==> src/rtl/msu_sector_arbiter_if.sv <==
// Client, host and status signals of the MSU1 sector-fetch arbiter.
// The arbiter attaches through the slave modport; clients and host drive the master side.
interface msu_sector_arbiter_if;
    logic        aud_req;
    logic        aud_seek;
    logic [21:0] aud_sector;
    logic        aud_abort;
    logic        aud_ack;
    logic        aud_download;
    logic        aud_data_wr;

    logic        dat_req;
    logic        dat_seek;
    logic [21:0] dat_sector;
    logic        dat_ack;
    logic        dat_download;
    logic        dat_data_wr;

    logic [15:0] xfer_data;

    logic        sd_req;
    logic        sd_seek;
    logic [21:0] sd_sector;
    logic        sd_target;
    logic        sd_ack;
    logic        sd_download;
    logic        sd_data_wr;
    logic [15:0] sd_data;

    logic        short_sector;
    logic        timeout_err;

    modport slave (
        input  aud_req, aud_seek, aud_sector, aud_abort,
        input  dat_req, dat_seek, dat_sector,
        input  sd_ack, sd_download, sd_data_wr, sd_data,
        output aud_ack, aud_download, aud_data_wr,
        output dat_ack, dat_download, dat_data_wr,
        output xfer_data, sd_req, sd_seek, sd_sector, sd_target,
        output short_sector, timeout_err
    );

    modport master (
        output aud_req, aud_seek, aud_sector, aud_abort,
        output dat_req, dat_seek, dat_sector,
        output sd_ack, sd_download, sd_data_wr, sd_data,
        input  aud_ack, aud_download, aud_data_wr,
        input  dat_ack, dat_download, dat_data_wr,
        input  xfer_data, sd_req, sd_seek, sd_sector, sd_target,
        input  short_sector, timeout_err
    );
endinterface

==> src/rtl/msu_sector_arbiter.sv <==
// Round-robin arbiter sharing the host sector-fetch channel between MSU1 audio and data clients.
// Define MSU_ARB_TIMEOUT_EN to enable the watchdog that abandons a request stuck waiting for sd_ack.
module msu_sector_arbiter #(
    parameter int          SECTOR_WORDS   = 512,
    parameter logic [31:0] TIMEOUT_CYCLES = 32'd50_000_000
) (
    input logic                 clk,
    input logic                 reset_n,
    msu_sector_arbiter_if.slave bus
);
    typedef enum logic [1:0] {IDLE, ISSUE, XFER, DONE} state_t;

    localparam logic [9:0] CNT_MAX  = 10'h3FF;
    localparam logic [9:0] FULL_CNT = 10'(SECTOR_WORDS);

    state_t      state_q, state_d;
    logic        sd_req_q, sd_req_d;
    logic        sd_seek_q, sd_seek_d;
    logic        sd_target_q, sd_target_d;
    logic [21:0] sd_sector_q, sd_sector_d;
    logic        last_grant_q, last_grant_d;
    logic        short_q, short_d;
    logic        ack_q;
    logic [9:0]  cnt_q, cnt_d;
    logic [9:0]  cnt_inc;
    logic        aud_p, dat_p, grant_dat;
    logic        abort_now, route_en, word_stb, ack_fall, tmo_hit;

`ifdef MSU_ARB_TIMEOUT_EN
    logic [31:0] tmo_q, tmo_d;
    logic        tmo_err_q, tmo_err_d;

    assign tmo_hit         = (tmo_q == TIMEOUT_CYCLES - 32'd1);
    assign bus.timeout_err = tmo_err_q;
`else
    assign tmo_hit         = 1'b0 & (TIMEOUT_CYCLES != 32'd0);
    assign bus.timeout_err = 1'b0;
`endif

    assign aud_p     = (bus.aud_req | bus.aud_seek) & ~bus.aud_abort;
    assign dat_p     = bus.dat_req | bus.dat_seek;
    // last_grant = 1 means data was served last, so audio wins a tie
    assign grant_dat = dat_p & (~aud_p | ~last_grant_q);

    assign abort_now = (state_q == ISSUE) & ~sd_target_q & bus.aud_abort;
    assign route_en  = reset_n & ((state_q == ISSUE) | (state_q == XFER)) & ~abort_now;
    assign word_stb  = route_en & bus.sd_download & bus.sd_data_wr;
    assign ack_fall  = ack_q & ~bus.sd_ack;
    assign cnt_inc   = (cnt_q == CNT_MAX) ? cnt_q : cnt_q + 10'd1;

    assign bus.aud_ack      = route_en & ~sd_target_q & bus.sd_ack;
    assign bus.aud_download = route_en & ~sd_target_q & bus.sd_download;
    assign bus.aud_data_wr  = route_en & ~sd_target_q & bus.sd_data_wr;
    assign bus.dat_ack      = route_en &  sd_target_q & bus.sd_ack;
    assign bus.dat_download = route_en &  sd_target_q & bus.sd_download;
    assign bus.dat_data_wr  = route_en &  sd_target_q & bus.sd_data_wr;
    assign bus.xfer_data    = bus.sd_data;

    assign bus.sd_req       = sd_req_q;
    assign bus.sd_seek      = sd_seek_q;
    assign bus.sd_sector    = sd_sector_q;
    assign bus.sd_target    = sd_target_q;
    assign bus.short_sector = short_q;

    always_comb begin
        state_d      = state_q;
        sd_req_d     = sd_req_q;
        sd_seek_d    = sd_seek_q;
        sd_target_d  = sd_target_q;
        sd_sector_d  = sd_sector_q;
        last_grant_d = last_grant_q;
        cnt_d        = cnt_q;
        short_d      = 1'b0;
`ifdef MSU_ARB_TIMEOUT_EN
        tmo_d        = 32'd0;
        tmo_err_d    = 1'b0;
`endif
        case (state_q)
            IDLE: begin
                cnt_d = 10'd0;
                if (aud_p | dat_p) begin
                    sd_target_d = grant_dat;
                    sd_sector_d = grant_dat ? bus.dat_sector : bus.aud_sector;
                    sd_seek_d   = grant_dat ? bus.dat_seek   : bus.aud_seek;
                    sd_req_d    = 1'b1;
                    state_d     = ISSUE;
                end
            end
            ISSUE: begin
                if (word_stb) cnt_d = cnt_inc;
                if (abort_now) begin
                    sd_req_d = 1'b0;
                    state_d  = DONE;
                end else if (bus.sd_ack) begin
                    sd_req_d = 1'b0;
                    state_d  = XFER;
                end else if (tmo_hit) begin
                    sd_req_d     = 1'b0;
                    last_grant_d = sd_target_q;
                    state_d      = IDLE;
`ifdef MSU_ARB_TIMEOUT_EN
                    tmo_err_d    = 1'b1;
                end else begin
                    tmo_d = tmo_q + 32'd1;
`endif
                end
            end
            XFER: begin
                if (word_stb) cnt_d = cnt_inc;
                if (ack_fall) begin
                    short_d = (cnt_d != FULL_CNT);
                    state_d = DONE;
                end
            end
            DONE: begin
                last_grant_d = sd_target_q;
                cnt_d        = 10'd0;
                state_d      = IDLE;
            end
            default: state_d = IDLE;
        endcase
    end

    always_ff @(posedge clk) begin
        if (!reset_n) begin
            state_q      <= IDLE;
            sd_req_q     <= 1'b0;
            sd_seek_q    <= 1'b0;
            sd_target_q  <= 1'b0;
            sd_sector_q  <= 22'd0;
            last_grant_q <= 1'b1;
            short_q      <= 1'b0;
            ack_q        <= 1'b0;
            cnt_q        <= 10'd0;
        end else begin
            state_q      <= state_d;
            sd_req_q     <= sd_req_d;
            sd_seek_q    <= sd_seek_d;
            sd_target_q  <= sd_target_d;
            sd_sector_q  <= sd_sector_d;
            last_grant_q <= last_grant_d;
            short_q      <= short_d;
            ack_q        <= bus.sd_ack;
            cnt_q        <= cnt_d;
        end
    end

`ifdef MSU_ARB_TIMEOUT_EN
    always_ff @(posedge clk) begin
        if (!reset_n) begin
            tmo_q     <= 32'd0;
            tmo_err_q <= 1'b0;
        end else begin
            tmo_q     <= tmo_d;
            tmo_err_q <= tmo_err_d;
        end
    end
`endif
endmodule

==> src/flat_wrapper.sv <==
// flat-port wrapper written by rule: the top's interface ports become plain ports
module msu_sector_arbiter_flat 
#(
    parameter int          SECTOR_WORDS   = 512,
    parameter logic [31:0] TIMEOUT_CYCLES = 32'd50_000_000
)
  (clk, reset_n, bus_aud_req, bus_aud_seek, bus_aud_sector, bus_aud_abort, bus_dat_req, bus_dat_seek, bus_dat_sector, bus_sd_ack, bus_sd_download, bus_sd_data_wr, bus_sd_data, bus_aud_ack, bus_aud_download, bus_aud_data_wr, bus_dat_ack, bus_dat_download, bus_dat_data_wr, bus_xfer_data, bus_sd_req, bus_sd_seek, bus_sd_sector, bus_sd_target, bus_short_sector, bus_timeout_err);
  msu_sector_arbiter_if bus_i ();
  input logic clk;
  input logic reset_n;
  input wire logic [$bits(bus_i.aud_req)-1:0] bus_aud_req;
  input wire logic [$bits(bus_i.aud_seek)-1:0] bus_aud_seek;
  input wire logic [$bits(bus_i.aud_sector)-1:0] bus_aud_sector;
  input wire logic [$bits(bus_i.aud_abort)-1:0] bus_aud_abort;
  input wire logic [$bits(bus_i.dat_req)-1:0] bus_dat_req;
  input wire logic [$bits(bus_i.dat_seek)-1:0] bus_dat_seek;
  input wire logic [$bits(bus_i.dat_sector)-1:0] bus_dat_sector;
  input wire logic [$bits(bus_i.sd_ack)-1:0] bus_sd_ack;
  input wire logic [$bits(bus_i.sd_download)-1:0] bus_sd_download;
  input wire logic [$bits(bus_i.sd_data_wr)-1:0] bus_sd_data_wr;
  input wire logic [$bits(bus_i.sd_data)-1:0] bus_sd_data;
  output wire logic [$bits(bus_i.aud_ack)-1:0] bus_aud_ack;
  output wire logic [$bits(bus_i.aud_download)-1:0] bus_aud_download;
  output wire logic [$bits(bus_i.aud_data_wr)-1:0] bus_aud_data_wr;
  output wire logic [$bits(bus_i.dat_ack)-1:0] bus_dat_ack;
  output wire logic [$bits(bus_i.dat_download)-1:0] bus_dat_download;
  output wire logic [$bits(bus_i.dat_data_wr)-1:0] bus_dat_data_wr;
  output wire logic [$bits(bus_i.xfer_data)-1:0] bus_xfer_data;
  output wire logic [$bits(bus_i.sd_req)-1:0] bus_sd_req;
  output wire logic [$bits(bus_i.sd_seek)-1:0] bus_sd_seek;
  output wire logic [$bits(bus_i.sd_sector)-1:0] bus_sd_sector;
  output wire logic [$bits(bus_i.sd_target)-1:0] bus_sd_target;
  output wire logic [$bits(bus_i.short_sector)-1:0] bus_short_sector;
  output wire logic [$bits(bus_i.timeout_err)-1:0] bus_timeout_err;
  assign bus_i.aud_req = bus_aud_req;
  assign bus_i.aud_seek = bus_aud_seek;
  assign bus_i.aud_sector = bus_aud_sector;
  assign bus_i.aud_abort = bus_aud_abort;
  assign bus_i.dat_req = bus_dat_req;
  assign bus_i.dat_seek = bus_dat_seek;
  assign bus_i.dat_sector = bus_dat_sector;
  assign bus_i.sd_ack = bus_sd_ack;
  assign bus_i.sd_download = bus_sd_download;
  assign bus_i.sd_data_wr = bus_sd_data_wr;
  assign bus_i.sd_data = bus_sd_data;
  assign bus_aud_ack = bus_i.aud_ack;
  assign bus_aud_download = bus_i.aud_download;
  assign bus_aud_data_wr = bus_i.aud_data_wr;
  assign bus_dat_ack = bus_i.dat_ack;
  assign bus_dat_download = bus_i.dat_download;
  assign bus_dat_data_wr = bus_i.dat_data_wr;
  assign bus_xfer_data = bus_i.xfer_data;
  assign bus_sd_req = bus_i.sd_req;
  assign bus_sd_seek = bus_i.sd_seek;
  assign bus_sd_sector = bus_i.sd_sector;
  assign bus_sd_target = bus_i.sd_target;
  assign bus_short_sector = bus_i.short_sector;
  assign bus_timeout_err = bus_i.timeout_err;
  msu_sector_arbiter #(.SECTOR_WORDS(SECTOR_WORDS), .TIMEOUT_CYCLES(TIMEOUT_CYCLES)) u_core (.clk(clk), .reset_n(reset_n), .bus(bus_i));
endmodule
==> config.mk <==
export PLATFORM = sky130hd
export DESIGN_NAME = msu_sector_arbiter_flat
export DESIGN_NICKNAME = d
export VERILOG_FILES = /design/src/rtl/msu_sector_arbiter_if.sv /design/src/rtl/msu_sector_arbiter.sv /design/src/flat_wrapper.sv
export SDC_FILE = /design/constraint.sdc
export NUM_CORES = 1
export LEC_CHECK = 0
export ABC_AREA = 1
export CAP_MARGIN = 30
export CORE_MARGIN = 3
export CORE_UTILIZATION = 36
export CTS_CLUSTER_DIAMETER = 100
export CTS_CLUSTER_SIZE = 40
export DETAILED_ROUTE_END_ITERATION = 10
export PLACE_DENSITY = 0.83
export SYNTH_ARGS = -nofsm -noshare
export SYNTH_HDL_FRONTEND = slang
export SYNTH_SLANG_ARGS = --single-unit
==> constraint.sdc <==
create_clock -name clk -period 1.6 [get_ports clk]
set_input_delay 0.32 -clock clk [delete_from_list [all_inputs] [get_ports clk]]
set_output_delay 0.32 -clock clk [all_outputs]
set_load 0.02 [all_outputs]
==> results of run 1 <==
==> path summary, 6_finish.rpt <==
kind	end	slack (ns)	depth (start not counted)
setup reg to reg	u_core.bus.short_sector$_SDFF_PN0_	-0.27	13
hold reg to reg	u_core.bus.sd_sector[1]$_SDFFE_PN0P_	0.46	2
setup / recovery	u_core.bus.short_sector$_SDFF_PN0_	-0.27	13
hold / removal	u_core.bus.sd_sector[1]$_SDFFE_PN0P_	0.46	2
==> timing repair <==
item	4_1_cts	5_1_grt
cloned	5	1
resized for setup	64	69
setup endpoints to repair	43	47
pin swaps	14	19
setup buffers	2	6
==> through the flow <==
step / setup TNS, ns / hold slack (ns) / worst slack [ns] / area (µm²)
after floorplan: 0 / 0.413 / 0.00973 / 2330
after global placement: -13.83 / 0.451 / -0.526 / 3410
after detailed placement: -15.37 / 0.453 / -0.660 / 3410
after CTS: -1.57 / 0.465 / -0.212 / 3640
after global routing: -3.87 / 0.477 / -0.371 / 3900
final: -2.26 / 0.463 / -0.269 / 3900
==> layer usage <==
metal / wire length (µm) / GRT usage (%) / vias to the layer above
met2: 4180 / 37.1 / 122
li1: - / - / 1326
met1: 2870 / 21.1 / 1295
met5: 0 / 0 / -
met3: 584 / 4.37 / 18
met4: 161 / 6.09 / 0
==> state kept, by name, indices dropped and copies added, names as in the netlist <==
register                 count
u_core.bus.sd_req            1
u_core.ack_q                 1
u_core.bus.sd_sector        22
u_core.state_q               2
u_core.bus.sd_seek           1
u_core.bus.short_sector      1
u_core.cnt_q                10
u_core.bus.sd_target         1
u_core.last_grant_q          1
==> critical path, stage by stage, from the launching register on <==
cell and delay, ns:
sky130_fd_sc_hd__dfxtp_4 0.38, sky130_fd_sc_hd__inv_4 0.04, sky130_fd_sc_hd__ha_4 0.27, sky130_fd_sc_hd__nand2_4 0.06, sky130_fd_sc_hd__inv_2 0.07, sky130_fd_sc_hd__buf_6 0.10, sky130_fd_sc_hd__nand3_4 0.16, sky130_fd_sc_hd__nand2_2 0.13
sky130_fd_sc_hd__a21boi_4 0.19, sky130_fd_sc_hd__nand2_2 0.08, sky130_fd_sc_hd__nor2_2 0.10, sky130_fd_sc_hd__nand3_1 0.08, sky130_fd_sc_hd__nand2_1 0.07, sky130_fd_sc_hd__inv_1 0.04
==> cells in the final DEF, fill, tap and decap left out, types with 5 or more instances in the layout <==
cell	instances
sky130_fd_sc_hd__a21oi_1	28
sky130_fd_sc_hd__buf_4	42
sky130_fd_sc_hd__buf_6	8
sky130_fd_sc_hd__clkbuf_8	5
sky130_fd_sc_hd__clkdlybuf4s50_1	62
sky130_fd_sc_hd__dfxtp_1	37
sky130_fd_sc_hd__dlymetal6s2s_1	13
sky130_fd_sc_hd__inv_1	26
sky130_fd_sc_hd__inv_2	6
sky130_fd_sc_hd__nand2_1	56
sky130_fd_sc_hd__nand2_2	13
sky130_fd_sc_hd__nand3_1	11
sky130_fd_sc_hd__nand3_2	5
sky130_fd_sc_hd__nor2_1	56
sky130_fd_sc_hd__nor2_2	7
sky130_fd_sc_hd__nor2_4	11
sky130_fd_sc_hd__o21ai_0	12
sky130_fd_sc_hd__o21ai_1	15
==> final cells by class <==
type	count	area (µm²)
Sequential cell	40	807
Clock buffer	5	68.8
Fill cell	505	2200
Tap cell	75	93.8
Multi-Input combinational cell	246	1420
Timing Repair inverter	4	35.0
Clock inverter	2	12.5
Inverter	36	153
Timing Repair Buffer	133	1310
==> power by group <==
part           switching (W)  total (W)  leakage (nW)  internal (W)
sequential          0.000138    0.00138         0.330       0.00124
clock               0.000355   0.000651        0.0400      0.000296
combinational        0.00137    0.00264          1.47       0.00127
total                0.00186    0.00466          1.84       0.00281
==> kinds of logic after synthesis <==
logic type	count (synthesis)	synth area share, %
AO/OA/AOI/OAI	65	15.5
XOR/XNOR	1	0.377
adder cells (fa/ha/maj)	5	2.70
buffers and inverters	64	14.3
flip-flops	40	34.5
other	1	0.162
AND/OR/NAND/NOR	173	32.5
==> impl_metrics.prom, run 1 <==
# TYPE chip_impl_metric gauge
chip_impl_info{name="status",value="finished with violations"} 1
chip_impl_info{name="violations_in_the_final_reports",value="setup timing"} 1
chip_impl_metric{name="numPortBuffers",unit=""} 85
chip_impl_metric{name="detail-route-antenna-nets",unit=""} 0
chip_impl_metric{name="syn_inst",unit=""} 349
chip_impl_info{name="critical_path.endpoint_type",value="flop"} 1
chip_impl_metric{name="worst-path-max-fanout",unit=""} 5
chip_impl_info{name="tritoncts",value="built"} 1
chip_impl_metric{name="die_w",unit="µm"} 86.3
chip_impl_metric{name="mappedNetlistArea",unit="µm²"} 2320
chip_impl_metric{name="finalPower",unit="W"} 0.00466
chip_impl_metric{name="globalRoute.totalOverflow",unit=""} 0
chip_impl_info{name="critical_path_class",value="flop to flop"} 1
chip_impl_metric{name="chipHeight",unit="µm"} 86.3
chip_impl_metric{name="grt_first_pass_wirelength",unit="µm"} 11700
chip_impl_metric{name="timing_max_transition_violations_final",unit=""} 0
chip_impl_metric{name="cp_data_required_time",unit="ns"} 1.79
chip_impl_info{name="worst_r2r_startpoint",value="u_core.state_q[0]$_SDFFE_PN0P_"} 1
chip_impl_metric{name="num_rows",unit=""} 28
chip_impl_metric{name="synth.net_count",unit=""} 424
chip_impl_metric{name="synth-seq-area-share",unit="%"} 34.5
chip_impl_metric{name="grt_max_degree",unit=""} 26
chip_impl_metric{name="finalWeightedCongestion",unit=""} 0.856
chip_impl_metric{name="synth.top_cell.area_share",unit="%"} 34.5
chip_impl_metric{name="grt_pass1_vias",unit=""} 2624
chip_impl_info{name="clock-root-buffer",value="sky130_fd_sc_hd__clkbuf_8"} 1
chip_impl_metric{name="min_clock_period_post_route",unit="ns"} 1.87
chip_impl_info{name="crit_path_start_kind",value="flop"} 1
chip_impl_metric{name="cp_data_arrival_time",unit="ns"} 2.06
chip_impl_metric{name="yosysWarningCount",unit=""} 0
chip_impl_metric{name="cts-htree-levels",unit=""} 2
chip_impl_info{name="synthDominantAreaCellType",value="sky130_fd_sc_hd__dfxtp_1"} 1
chip_impl_metric{name="grt_util_all_layers",unit="%"} 19.5
chip_impl_metric{name="diodes",unit=""} 0
chip_impl_info{name="holdCritStartpoint",value="u_core.bus.sd_sector[1]$_SDFFE_PN0P_"} 1
chip_impl_metric{name="maxCapViolCount",unit=""} 0
chip_impl_metric{name="drive_gt1_share",unit="%"} 28.1
chip_impl_metric{name="setup_violations",unit=""} 17
chip_impl_info{name="synth.area.top_cells",value="sky130_fd_sc_hd__dfxtp_1 35%, sky130_fd_sc_hd__nor2_1 11%, sky130_fd_sc_hd__nand2_1 11%, sky130_fd_sc_hd__a21oi_1 6.5%, sky130_fd_sc_hd__buf_4 5.5%"} 1
chip_impl_metric{name="final_util",unit="%"} 64.0
chip_impl_metric{name="cts.reportedPaths.clkPinSlew",unit="ns"} 0.08
chip_impl_metric{name="areaGrowthSynthToFinish",unit="%"} 68.0
chip_impl_info{name="synth_top_cells_by_count",value="71 x sky130_fd_sc_hd__nor2_1, 67 x sky130_fd_sc_hd__nand2_1, 40 x sky130_fd_sc_hd__dfxtp_1"} 1
chip_impl_metric{name="clock_path_buffers",unit=""} 2
chip_impl_metric{name="async_flop_share",unit="%"} 0
chip_impl_metric{name="floorplan.initialDensity",unit="%"} 38.1
chip_impl_metric{name="cts_inserted_buffers",unit=""} 5
chip_impl_metric{name="clkLatencyLatePin",unit="ns"} 0.29
chip_impl_metric{name="detail_route.vias_per_cell",unit=""} 5.10
chip_impl_metric{name="ys_types",unit=""} 30
chip_impl_metric{name="postCtsHoldBufs",unit=""} 0
chip_impl_metric{name="vdd_ir_drop_max",unit="µV"} 824
chip_impl_metric{name="detailedPlacementHpwl",unit="µm"} 4980
chip_impl_metric{name="synth-edff-count",unit=""} 0
chip_impl_info{name="rsz0062_at_grt",value="true"} 1
chip_impl_metric{name="first_pass_iters",unit=""} 5
chip_impl_metric{name="detailroute.via_count",unit=""} 2761
chip_impl_metric{name="detail_route.wirelength",unit="µm"} 7800
chip_impl_metric{name="syn-mean-instance-area",unit="µm²"} 6.65
chip_impl_metric{name="fin_crit_sh",unit="%"} 117
chip_impl_info{name="synth_flop_cell",value="sky130_fd_sc_hd__dfxtp_1"} 1
chip_impl_metric{name="max_slew.worst_pin.slew",unit="ns"} 0.489
chip_impl_info{name="hp-class",value="flop to flop"} 1
chip_impl_metric{name="leakage",unit="nW"} 1.84
chip_impl_metric{name="antenna_found_initial",unit=""} 0
chip_impl_metric{name="die_area",unit="µm²"} 7450
chip_impl_metric{name="tritoncts_num_sinks",unit=""} 40
chip_impl_metric{name="power.density",unit="nW/µm²"} 1200
chip_impl_metric{name="post-route-worst-setup-slack",unit="ns"} -0.269
chip_impl_metric{name="relSlewSlack",unit="%"} 67.2
chip_impl_info{name="synthMostInstantiatedCell",value="sky130_fd_sc_hd__nor2_1"} 1
chip_impl_metric{name="fmaxAchievable",unit="GHz"} 0.535
chip_impl_metric{name="drt-wirelength-per-cell",unit="µm"} 14.4
chip_impl_metric{name="ioPinCount",unit=""} 119
chip_impl_metric{name="dp_cell_count",unit=""} 521
chip_impl_metric{name="floorplan.core_area",unit="µm²"} 6100
chip_impl_metric{name="drt_iter0_drcs",unit=""} 113
chip_impl_metric{name="finalHoldViolCount",unit=""} 0
chip_impl_metric{name="ys_seq_elements",unit=""} 40
chip_impl_metric{name="drc_errors_left",unit=""} 0
chip_impl_info{name="critPathLaunch",value="u_core.state_q[0]$_SDFFE_PN0P_"} 1
chip_impl_metric{name="clock_tree_skew_after_final_layout",unit="ns"} 0.00636
chip_impl_metric{name="final_cells",unit=""} 541
chip_impl_metric{name="nets",unit=""} 541
Power figures use the tool's default switching activity.
==> run 2, diff against run 1 <==
--- a/config.mk
+++ b/config.mk
@@ -13,6 +13,7 @@
 export CTS_CLUSTER_SIZE = 40
 export DETAILED_ROUTE_END_ITERATION = 10
 export PLACE_DENSITY = 0.83
+export REMOVE_ABC_BUFFERS = 1
 export SYNTH_ARGS = -nofsm -noshare
 export SYNTH_HDL_FRONTEND = slang
 export SYNTH_SLANG_ARGS = --single-unit
==> run 2 against run 1 <==
The run still ends with setup timing left. Clock skew is 0.0011 ns higher. Die area stayed put. First-iteration DRC count is 38% lower. Sequential power hardly changed. Largest cell class unchanged. Largest power group unchanged. Highest routed layer unchanged.
==> impl_metrics.prom, run 2 (synthesis results as in run 1) <==
# TYPE chip_impl_metric gauge
chip_impl_info{name="worst_r2r_startpoint",value="u_core.state_q[0]$_SDFFE_PN0P_"} 1
chip_impl_metric{name="fin_crit_sh",unit="%"} 117
chip_impl_metric{name="finalPower",unit="W"} 0.00472
chip_impl_metric{name="drive_gt1_share",unit="%"} 28.4
chip_impl_metric{name="leakage",unit="nW"} 1.82
chip_impl_info{name="crit_path_start_kind",value="flop"} 1
chip_impl_metric{name="numPortBuffers",unit=""} 85
chip_impl_info{name="cp_cell_sequence",value="inv_2, ha_4, nand2_4, inv_2, buf_6, nand3_4, nand2_2, a21boi_4, nand2_1, nor2_1, nand3_1, nand2_1, inv_1"} 1
chip_impl_metric{name="die_w",unit="µm"} 86.3
chip_impl_info{name="rsz0062_at_grt",value="true"} 1
chip_impl_metric{name="vdd_ir_drop_max",unit="µV"} 960
chip_impl_info{name="tritoncts",value="built"} 1
chip_impl_metric{name="clock_tree_skew_after_final_layout",unit="ns"} 0.00744
chip_impl_info{name="critical_path_class",value="flop to flop"} 1
chip_impl_metric{name="cts-htree-levels",unit=""} 2
chip_impl_metric{name="detail_route.wirelength",unit="µm"} 8070
chip_impl_metric{name="nets",unit=""} 536
chip_impl_metric{name="floorplan.initialDensity",unit="%"} 38.1
chip_impl_metric{name="grt_max_degree",unit=""} 33
chip_impl_metric{name="largest_reg_flops",unit=""} 22
chip_impl_metric{name="min_clock_period_post_route",unit="ns"} 1.87
chip_impl_metric{name="r2r.worst_path.cells",unit=""} 13
chip_impl_info{name="violations_in_the_final_reports",value="setup timing"} 1
chip_impl_info{name="status",value="finished with violations"} 1
chip_impl_metric{name="clock_path_buffers",unit=""} 2
chip_impl_metric{name="setup_violations",unit=""} 17
chip_impl_info{name="critPathLaunch",value="u_core.state_q[0]$_SDFFE_PN0P_"} 1
chip_impl_metric{name="chipHeight",unit="µm"} 86.3
chip_impl_info{name="critical-path-slowest-cell",value="sky130_fd_sc_hd__dfxtp_2"} 1
chip_impl_info{name="rr_endpoint",value="u_core.bus.short_sector$_SDFF_PN0_"} 1
chip_impl_metric{name="critical_path.n_buffers_inverters",unit=""} 4
chip_impl_metric{name="maxCapViolCount",unit=""} 0
chip_impl_metric{name="cts_inserted_buffers",unit=""} 5
chip_impl_metric{name="post-route-worst-setup-slack",unit="ns"} -0.268
chip_impl_metric{name="final_cells",unit=""} 537
chip_impl_info{name="hp-class",value="input port to flop"} 1
chip_impl_metric{name="detailroute.via_count",unit=""} 2739
chip_impl_metric{name="first_pass_iters",unit=""} 5
chip_impl_metric{name="ioPinCount",unit=""} 119
chip_impl_metric{name="die_area",unit="µm²"} 7450
chip_impl_metric{name="detailedPlacementHpwl",unit="µm"} 5110
chip_impl_metric{name="grt_pass1_vias",unit=""} 2627
chip_impl_metric{name="worst-path-max-fanout",unit=""} 5
chip_impl_metric{name="globalRoute.totalOverflow",unit=""} 0
chip_impl_info{name="critical_path.endpoint_type",value="flop"} 1
chip_impl_info{name="hold-path-endpoint",value="u_core.bus.sd_seek$_SDFFE_PN0P_"} 1
chip_impl_metric{name="critical_path.max_stage_delay",unit="ns"} 0.36
chip_impl_metric{name="finalWeightedCongestion",unit=""} 0.872
chip_impl_metric{name="power.density",unit="nW/µm²"} 1210
chip_impl_metric{name="areaGrowthSynthToFinish",unit="%"} 68.0
chip_impl_metric{name="reg2reg_setup_slack",unit="ns"} -0.27
chip_impl_metric{name="holdPathStages",unit=""} 3
chip_impl_metric{name="tritoncts_num_sinks",unit=""} 40
chip_impl_metric{name="detail-route-antenna-nets",unit=""} 0
chip_impl_metric{name="drt-wirelength-per-cell",unit="µm"} 15.0
chip_impl_info{name="mostFrequentLayoutCell",value="sky130_fd_sc_hd__clkdlybuf4s50_1"} 1
chip_impl_metric{name="fmaxAchievable",unit="GHz"} 0.535
chip_impl_metric{name="totalNegativeSetupSlack",unit="ns"} -1.79
chip_impl_metric{name="dp_cell_count",unit=""} 518
chip_impl_metric{name="cts.reportedPaths.clkPinSlew",unit="ns"} 0.08
chip_impl_info{name="critical_path.top_delay_family",value="simple AND/OR/NAND/NOR gates"} 1
chip_impl_metric{name="cp_data_arrival_time",unit="ns"} 2.06
chip_impl_metric{name="finalHoldViolCount",unit=""} 0
chip_impl_info{name="holdCritStartpoint",value="bus_aud_seek"} 1
chip_impl_metric{name="grt_first_pass_wirelength",unit="µm"} 11900
chip_impl_info{name="layout_common_cells",value="62 x sky130_fd_sc_hd__clkdlybuf4s50_1, 59 x sky130_fd_sc_hd__nor2_1, 55 x sky130_fd_sc_hd__nand2_1, 38 x sky130_fd_sc_hd__buf_4, 37 x sky130_fd_sc_hd__dfxtp_1"} 1
chip_impl_metric{name="drt_iter0_drcs",unit=""} 70
chip_impl_metric{name="floorplan.core_area",unit="µm²"} 6100
chip_impl_metric{name="clkLatencyLatePin",unit="ns"} 0.29
chip_impl_metric{name="antenna_found_initial",unit=""} 0
chip_impl_info{name="clock-root-buffer",value="sky130_fd_sc_hd__clkbuf_8"} 1
chip_impl_metric{name="grt_util_all_layers",unit="%"} 19.7
chip_impl_metric{name="timing_max_transition_violations_final",unit=""} 0
chip_impl_metric{name="drc_errors_left",unit=""} 0
chip_impl_metric{name="detail_route.vias_per_cell",unit=""} 5.10
chip_impl_metric{name="diodes",unit=""} 0
chip_impl_metric{name="fin_worst_hold_slack",unit="ns"} 0.390
chip_impl_metric{name="final_util",unit="%"} 64.0
chip_impl_metric{name="cp_data_required_time",unit="ns"} 1.79
chip_impl_metric{name="num_rows",unit=""} 28
## run 2: changes by cell type in the layout (fill, tap and decap cells not counted), moves of 2 or more
cell and change:
sky130_fd_sc_hd__nand2_4 +2, sky130_fd_sc_hd__inv_2 +2, sky130_fd_sc_hd__ha_1 -2, sky130_fd_sc_hd__nor2_1 +3, sky130_fd_sc_hd__nor2_2 -4, sky130_fd_sc_hd__o21ai_0 +2
sky130_fd_sc_hd__o21ai_1 -2, sky130_fd_sc_hd__buf_6 +3, sky130_fd_sc_hd__nand3_1 -2, sky130_fd_sc_hd__buf_4 -4, sky130_fd_sc_hd__inv_8 -3
## run 2: how the worst max path moves through the flow
stage / endpoint / slack (ns) / cells after the start
finish: u_core.bus.short_sector$_SDFF_PN0_ / -0.27 / 13
global route: u_core.bus.short_sector$_SDFF_PN0_ / -0.37 / 13
global placement: bus_aud_download / -0.52 / 6
CTS: bus_aud_download / -0.20 / 7
detailed placement: bus_aud_data_wr / -0.61 / 6
floorplan: u_core.bus.short_sector$_SDFF_PN0_ / -0.03 / 12
## run 2: through the flow
stage	instance area, µm²	setup WS (ns)
after floorplan	2130	-0.0325
after global placement	3360	-0.522
after detailed placement	3360	-0.611
after CTS	3570	-0.198
after global routing	3900	-0.374
final	3900	-0.268
## run 2: power by group
part / leakage [nW] / total (W) / switching [W] / internal, W
clock network: 0.0445 / 0.000712 / 0.000361 / 0.000351
registers: 0.330 / 0.00137 / 0.000137 / 0.00124
logic: 1.44 / 0.00263 / 0.00139 / 0.00124
## run 2: repair_timing
action                     in CTS  in global routing
setup endpoints to repair      46                 54
pin swaps                      10                 30
resized for setup              63                 78
hold buffers                    0                  0
setup buffers                   3                  8
cloned                          2                  1
## run 2: worst register-to-register path: stages, from the launching register on
cell and delay, ns:
sky130_fd_sc_hd__dfxtp_2 0.36, sky130_fd_sc_hd__inv_2 0.06, sky130_fd_sc_hd__ha_4 0.28, sky130_fd_sc_hd__nand2_4 0.06, sky130_fd_sc_hd__inv_2 0.07, sky130_fd_sc_hd__buf_6 0.11
sky130_fd_sc_hd__nand3_4 0.15, sky130_fd_sc_hd__nand2_2 0.12, sky130_fd_sc_hd__a21boi_4 0.21, sky130_fd_sc_hd__nand2_1 0.09, sky130_fd_sc_hd__nor2_1 0.11, sky130_fd_sc_hd__nand3_1 0.08
sky130_fd_sc_hd__nand2_1 0.06, sky130_fd_sc_hd__inv_1 0.03
## run 2: cell type report
cell class	instances	area, µm²
Timing Repair Buffer	130	1270
Fill cell	496	2200
Sequential cell	40	805
Clock buffer	7	86.3
Clock inverter	1	7.51
Timing Repair inverter	2	15.0
Inverter	36	150
Tap cell	75	93.8
Multi-Input combinational cell	246	1470
## run 2: metal layers
layer / vias up / track usage, % / part of all wire [%]
li1: 1323 / - / -
met1: 1255 / 22.3 / 38
met2: 142 / 34.8 / 51
met3: 19 / 6.08 / 8.7
met4: 0 / 7.22 / 2.4
met5: - / 0 / 0
